==> config.mk <==
export PLATFORM = sky130hd
export DESIGN_NAME = bn_apply
export DESIGN_NICKNAME = d
export VERILOG_FILES = /design/src/rtl/bn_pkg.sv /design/src/rtl/bn_fx_affine.sv /design/src/rtl/bn_apply.sv
export SDC_FILE = /design/constraint.sdc
export NUM_CORES = 2
export LEC_CHECK = 0
export BUFFER_PORTS_ARGS = -buffer_cell sky130_fd_sc_hd__buf_2
export CORE_ASPECT_RATIO = 1.1
export CORE_MARGIN = 4
export CORE_UTILIZATION = 50
export CTS_CLUSTER_SIZE = 14
export DETAILED_ROUTE_END_ITERATION = 12
export PLACE_DENSITY = 0.7
export SETUP_SLACK_MARGIN = 0.05
export SLEW_MARGIN = 10
export SYNTH_ARGS = -nofsm -noshare
export SYNTH_HDL_FRONTEND = slang
export SYNTH_SLANG_ARGS = --single-unit
==> constraint.sdc <==
create_clock -name clk -period 17.1 [get_ports clk]
set_input_delay 0 -clock clk [delete_from_list [all_inputs] [get_ports clk]]
set_output_delay 0 -clock clk [all_outputs]
set_load 0.03 [all_outputs]
==> src/rtl/bn_pkg.sv <==
// Shared definitions for the batch-norm datapath: fixed-point format,
// the apply-stage state encoding and the output saturation helper.
package bn_pkg;

    localparam int BN_IL = 4;
    localparam int BN_FL = 16;
    localparam int W     = BN_IL + BN_FL;

    typedef enum logic [1:0] {
        IDLE = 2'd0,
        RUN  = 2'd1,
        DONE = 2'd2
    } state_t;

    // Clamp a wide signed intermediate (2W+2 bits) to the W-bit signed range.
    // The value fits exactly when every bit from W-1 upward equals the sign.
    function automatic logic signed [W-1:0] sat_w(input logic signed [2*W+1:0] v);
        logic [W+2:0] upper;
        upper = v[2*W+1:W-1];
        if (upper == '0 || upper == '1)
            return v[W-1:0];
        else if (v[2*W+1])
            return {1'b1, {(W-1){1'b0}}};
        else
            return {1'b0, {(W-1){1'b1}}};
    endfunction

endpackage

==> src/rtl/bn_fx_affine.sv <==
// Combinational fixed-point affine kernel: y = sat((x - mean) * gamma >>> FL + beta).
// Kept free of state so later batch-norm stages can reuse it unchanged.
module bn_fx_affine
    import bn_pkg::*;
(
    input  logic signed [W-1:0] x,
    input  logic signed [W-1:0] mean,
    input  logic signed [W-1:0] gamma,
    input  logic signed [W-1:0] beta,
    output logic signed [W-1:0] y
);

    logic signed [W:0]     d;
    logic signed [2*W:0]   p;
    logic signed [2*W:0]   q;
    logic signed [2*W+1:0] s;

    // Subtract, multiply, rescale and offset at widths that never overflow.
    always_comb begin
        d = {x[W-1], x} - {mean[W-1], mean};
        // |d * gamma| < 2^(2W), so the low 2W+1 bits of the product are exact.
        p = {{W{d[W]}}, d} * {{(W+1){gamma[W-1]}}, gamma};
        q = p >>> BN_FL;
        s = {q[2*W], q} + {{(W+2){beta[W-1]}}, beta};
        y = sat_w(s);
    end

endmodule

==> src/rtl/bn_apply.sv <==
// Batch-norm apply stage: captures a parallel batch plus its statistics and
// streams normalized elements out one per ready/valid handshake, in order.
module bn_apply
    import bn_pkg::*;
#(
    parameter int IL   = BN_IL,
    parameter int FL   = BN_FL,
    parameter int size = 16
) (
    input  logic                      clk,
    input  logic                      rst_n,
    input  logic                      start,
    input  logic signed [IL+FL-1:0]   batch [size-1:0],
    input  logic        [4:0]         num,
    input  logic signed [IL+FL-1:0]   mean,
    input  logic signed [IL+FL-1:0]   gamma,
    input  logic signed [IL+FL-1:0]   beta,
    output logic                      out_valid,
    input  logic                      out_ready,
    output logic signed [IL+FL-1:0]   out_data,
    output logic        [4:0]         out_idx,
    output logic                      busy,
    output logic                      done
);

    localparam int         DW       = IL + FL;
    localparam int         IW       = (size > 1) ? $clog2(size) : 1;
    localparam logic [5:0] SIZE_CAP = 6'(size);

    state_t                state;
    logic signed [DW-1:0]  batch_r [size-1:0];
    logic signed [DW-1:0]  mean_r;
    logic signed [DW-1:0]  gamma_r;
    logic signed [DW-1:0]  beta_r;
    logic        [4:0]     n_r;
    logic        [4:0]     idx;
    logic        [4:0]     n_cap;
    logic signed [DW-1:0]  y;
    logic                  running;

    // Clip the requested length to the storage depth.
    always_comb begin
        n_cap = ({1'b0, num} > SIZE_CAP) ? SIZE_CAP[4:0] : num;
    end

    // Control FSM, element index and capture registers.
    // NOTE: state updates use non-blocking assignments so every register in
    // this block samples pre-edge values regardless of statement order.
    always_ff @(posedge clk or negedge rst_n) begin
        if (!rst_n) begin
            state   <= IDLE;
            idx     <= '0;
            n_r     <= '0;
            mean_r  <= '0;
            gamma_r <= '0;
            beta_r  <= '0;
            // NOTE: the captured batch is cleared on reset on purpose so a
            // reset leaves no stale operands visible; this costs a reset net
            // per flop, which is acceptable at this depth.
            for (int i = 0; i < size; i++) begin
                batch_r[i] <= '0;
            end
        end else begin
            case (state)
                IDLE: begin
                    if (start) begin
                        batch_r <= batch;
                        mean_r  <= mean;
                        gamma_r <= gamma;
                        beta_r  <= beta;
                        n_r     <= n_cap;
                        idx     <= '0;
                        state   <= (n_cap == 5'd0) ? DONE : RUN;
                    end
                end
                RUN: begin
                    if (out_ready) begin
                        if (idx == n_r - 5'd1) begin
                            idx   <= '0;
                            state <= DONE;
                        end else begin
                            idx <= idx + 5'd1;
                        end
                    end
                end
                DONE: begin
                    state <= IDLE;
                end
                default: begin
                    state <= IDLE;
                end
            endcase
        end
    end

    bn_fx_affine u_affine (
        .x     (batch_r[idx[IW-1:0]]),
        .mean  (mean_r),
        .gamma (gamma_r),
        .beta  (beta_r),
        .y     (y)
    );

    // Outputs decode registered state only; data and index are forced to 0
    // whenever nothing is being offered.
    // NOTE: every output gets a value on every path through this block, so
    // no latch is inferred.
    always_comb begin
        running   = (state == RUN);
        out_valid = running;
        busy      = running;
        done      = (state == DONE);
        out_idx   = running ? idx : 5'd0;
        out_data  = running ? y : '0;
    end

endmodule

==> results by group <==
STA
  • Clk_skew: 0.03280 ns
  • Slew HR: 25.17%
  • RSZ-0062 raised after global routing: no
  • Worst hold margin: -0.01991 ns
  • Final period util: 84.12%
  • Tmin final: 14.38 ns
  • Fin. Hold Viols: 12
  • Final worst slack: 2.716 ns
  • Setup TNS: 0 ns
  • Max Fclk: 69.52 MHz
  • Final Max Tran Viols: 0
  • Final setup violation count: 0
  • Worst Tran Pin Value: 1.122 ns

Synthesis
  • Commonest cells post-synth: nand2_1 (1301), inv_1 (498), fa_1 (439)
  • Flops & latches, synth: 392
  • Syn Area/Cell: 9.211 um^2
  • Top cells by area, synth: dfrtp_1 (28%), fa_1 (25%), nand2_1 (14%)
  • Most numerous cell in the Yosys netlist: nand2_1
  • Mapped cell area: 34690 um^2
  • Synth Flop Type: dfrtp_1
  • Post-synth ARST share: 100.0%
  • Top cell type's share of synthesized area: 28.28%
  • Mapped Cells: 3766
  • Synth warnings: 0
  • Post-synth EDFFs: 0
  • Synth unique cells: 63
  • Post-synth top area cell: dfrtp_1
  • Post-synthesis sequential area ratio: 28.28%
  • Post-synthesis net count: 4750

CTS
  • CTS tree: done
  • CTS sink cnt: 392
  • Clock transition at the registers of the reported paths: 0.06 ns
  • CTS Buf Count: 44
  • CTS root buffer: clkbuf_16
  • CTS H-Tree Depth: 2
  • Setup bufs post-CTS: 0
  • Max Buffers Root-to-Sink: 3
  • Clk_lat worst skew: 0.62 ns

Setup path
  • Crit path max fanout: 36
  • Worst setup SP type: register
  • Type of the worst setup path: register to output pin
  • Crit path DAT: 14.38 ns
  • Slowest-stage cell, CP: dfrtp_4
  • Setup crit end kind: output pin
  • CP most frequent cell: fa_1
  • CP peak stage delay: 0.92 ns
  • Critical path data required time: 17.10 ns

Drt
  • Routed length per instance: 20.46 um
  • DRC: 0
  • Via count: 29.10k
  • Vias per cell: 5.360
  • TritonRoute pass-1 iters: 7
  • 1st-iter DRT viols: 2266
  • Final WL: 111100 um
  • Final ANT Viol Nets: 0

Placement
  • Port Buf Inserts: 416
  • Placed insts: 4949
  • Dpl ws: 3.355 ns
  • Final HPWL DP: 76370 um
  • Placer Congestion: 0.8980
  • DP Area: 37570 um^2

Finish
  • Non-filler instance count after layout: 5430
  • Post-layout instance area: 43070 um^2
  • Final nets: 5440
  • P&R area growth vs syn: 24.16%
  • Layout cells sized above 1: 14.39%

Status
  • Failing checks: hold timing
  • Outcome: finished, violations left

Floorplan
  • Die H: 284.3 um
  • Area of the core: 68870 um^2
  • Initial Utilization: 50.37%
  • DIE WIDTH: 259.1 um
  • Ports: 417
  • Die area: 73660 um^2
  • FP Rows: 101

GRT
  • Largest net degree at the start of global routing: 179
  • First-pass GRT wire length: 176800 um
  • GRT busiest layer: met2
  • Total track usage: 30.95%
  • GR Layer Usage met2: 52.97%
  • Number of global-route vias before repair: 31.64k
  • Met3 GRT Util: 5.667%
  • M1 GR Usage: 36.72%
  • Gr ovfl total: 0
  • Initial antenna violation count: 15

Worst hold path
  • HP Class: input port to async pin

Job
  • MaxCap Viol Count: 0
==> state kept, by name, summed over array words and instances, names as in the netlist <==
| signal | count |
|---|---|
| batch_r | 320 |
| mean_r | 20 |
| gamma_r | 20 |
| beta_r | 20 |
| state | 2 |
| n_r | 5 |
| idx | 5 |
==> layout make-up <==
type / instances / area (um^2)
Fill cell: 5440 / 25800
Multi-Input combinational cell: 2680 / 22320
Sequential cell: 392 / 9818
Timing Repair Buffer: 840 / 6284
Inverter: 498 / 1869
Clock buffer: 59 / 1237
Tap cell: 927 / 1160
Clock inverter: 19 / 342.8
Antenna cell: 15 / 37.54
==> final timing paths <==
path	start	endpoint	slack, ns	cells past startpoint
setup / recovery	idx[0]	out_data[0]	2.72	44
hold / removal	rst_n	gamma_r[6]	-0.02	2
setup reg to reg	state[0]	mean_r[10]	13.29	6
hold reg to reg	batch_r[262]	batch_r[262]	0.47	2
max in group asynchronous	rst_n	idx[1]	14.93	4
min in group clk	start	idx[0]	0.06	4
==> cell usage in the layout (no fill, tap or decap), types with 6 or more instances in the layout <==
| cell | Yosys | routed |
|---|---|---|
| a211oi_1 | 6 | 6 |
| and3_1 | 8 | 8 |
| xor2_1 | 31 | 24 |
| nand4_1 | 7 | 7 |
| a31oi_1 | 9 | 9 |
| a21o_1 | 20 | 20 |
| a21oi_1 | 71 | 71 |
| buf_2 | 3 | 415 |
| nor2_1 | 49 | 49 |
| bufinv_16 | 0 | 6 |
| nand2b_1 | 24 | 24 |
| inv_1 | 498 | 498 |
| and2_1 | 223 | 223 |
| clkbuf_8 | 0 | 8 |
| diode_2 | 0 | 15 |
| dlygate4sd3_1 | 0 | 388 |
| fa_1 | 439 | 439 |
| o21a_1 | 10 | 10 |
| mux4_2 | 100 | 100 |
| buf_4 | 1 | 33 |
| clkbuf_1 | 177 | 7 |
| o21ai_0 | 52 | 52 |
| nor2b_1 | 38 | 38 |
| xor2_2 | 0 | 7 |
| nand3_1 | 8 | 8 |
| xnor2_1 | 47 | 47 |
| nor3_1 | 13 | 13 |
| ha_1 | 156 | 156 |
| nand3b_1 | 6 | 6 |
| dfrtp_1 | 392 | 389 |
| nand2_1 | 1301 | 1300 |
| clkbuf_16 | 0 | 44 |
==> kinds of logic (layout without fill, tap and decap cells) <==
family	after synthesis	in the layout	share of synthesized area, %
AO/OA/AOI/OAI	207	207	3.769
XOR/XNOR	78	78	1.969
adder cells (fa/ha/maj)	595	595	30.96
buffers and inverters	694	1416	7.575
flip-flops	392	392	28.28
multiplexers	102	102	6.554
other	0	15	0
AND/OR/NAND/NOR	1698	1698	20.89
==> metrics by stage <==
stage | utilization (%) | hold slack (ns)
2_1_floorplan | - | -0.2956
3_3_place_gp | 54.55 | 0.05742
3_5_place_dp | 54.55 | 0.05683
4_1_cts | 62.48 | 0.005794
5_1_grt | 62.52 | 0.06032
6_report | 62.53 | -0.01991
==> routing by layer <==
metal  routed length, um  part of all wire [%]
met5                  27                 0.024
met1               40110                    36
met2               55170                    50
met4                7940                   7.1
met3                7870                   7.1
==> critical path, delay by kind of cell, from the launching register on <==
kind	cells	cell delay [ns]
adder cells (fa/ha/maj)	10	4.35
AO/OA/AOI/OAI	16	3.92
AND/OR/NAND/NOR	7	1.40
buffers and inverters	7	1.26
multiplexers	2	1.06
flip-flops	1	0.92
XOR/XNOR	2	0.85
==> repair_timing <==
| item | CTS | global route |
|---|---|---|
| endpoints found under the hold margin | 469 | 0 |
| hold buffers | 388 | 0 |
| resized for setup | 0 | 0 |
Power is not shown: default switching activity piles up to over one toggle a cycle in this logic, so the estimate is an artifact.
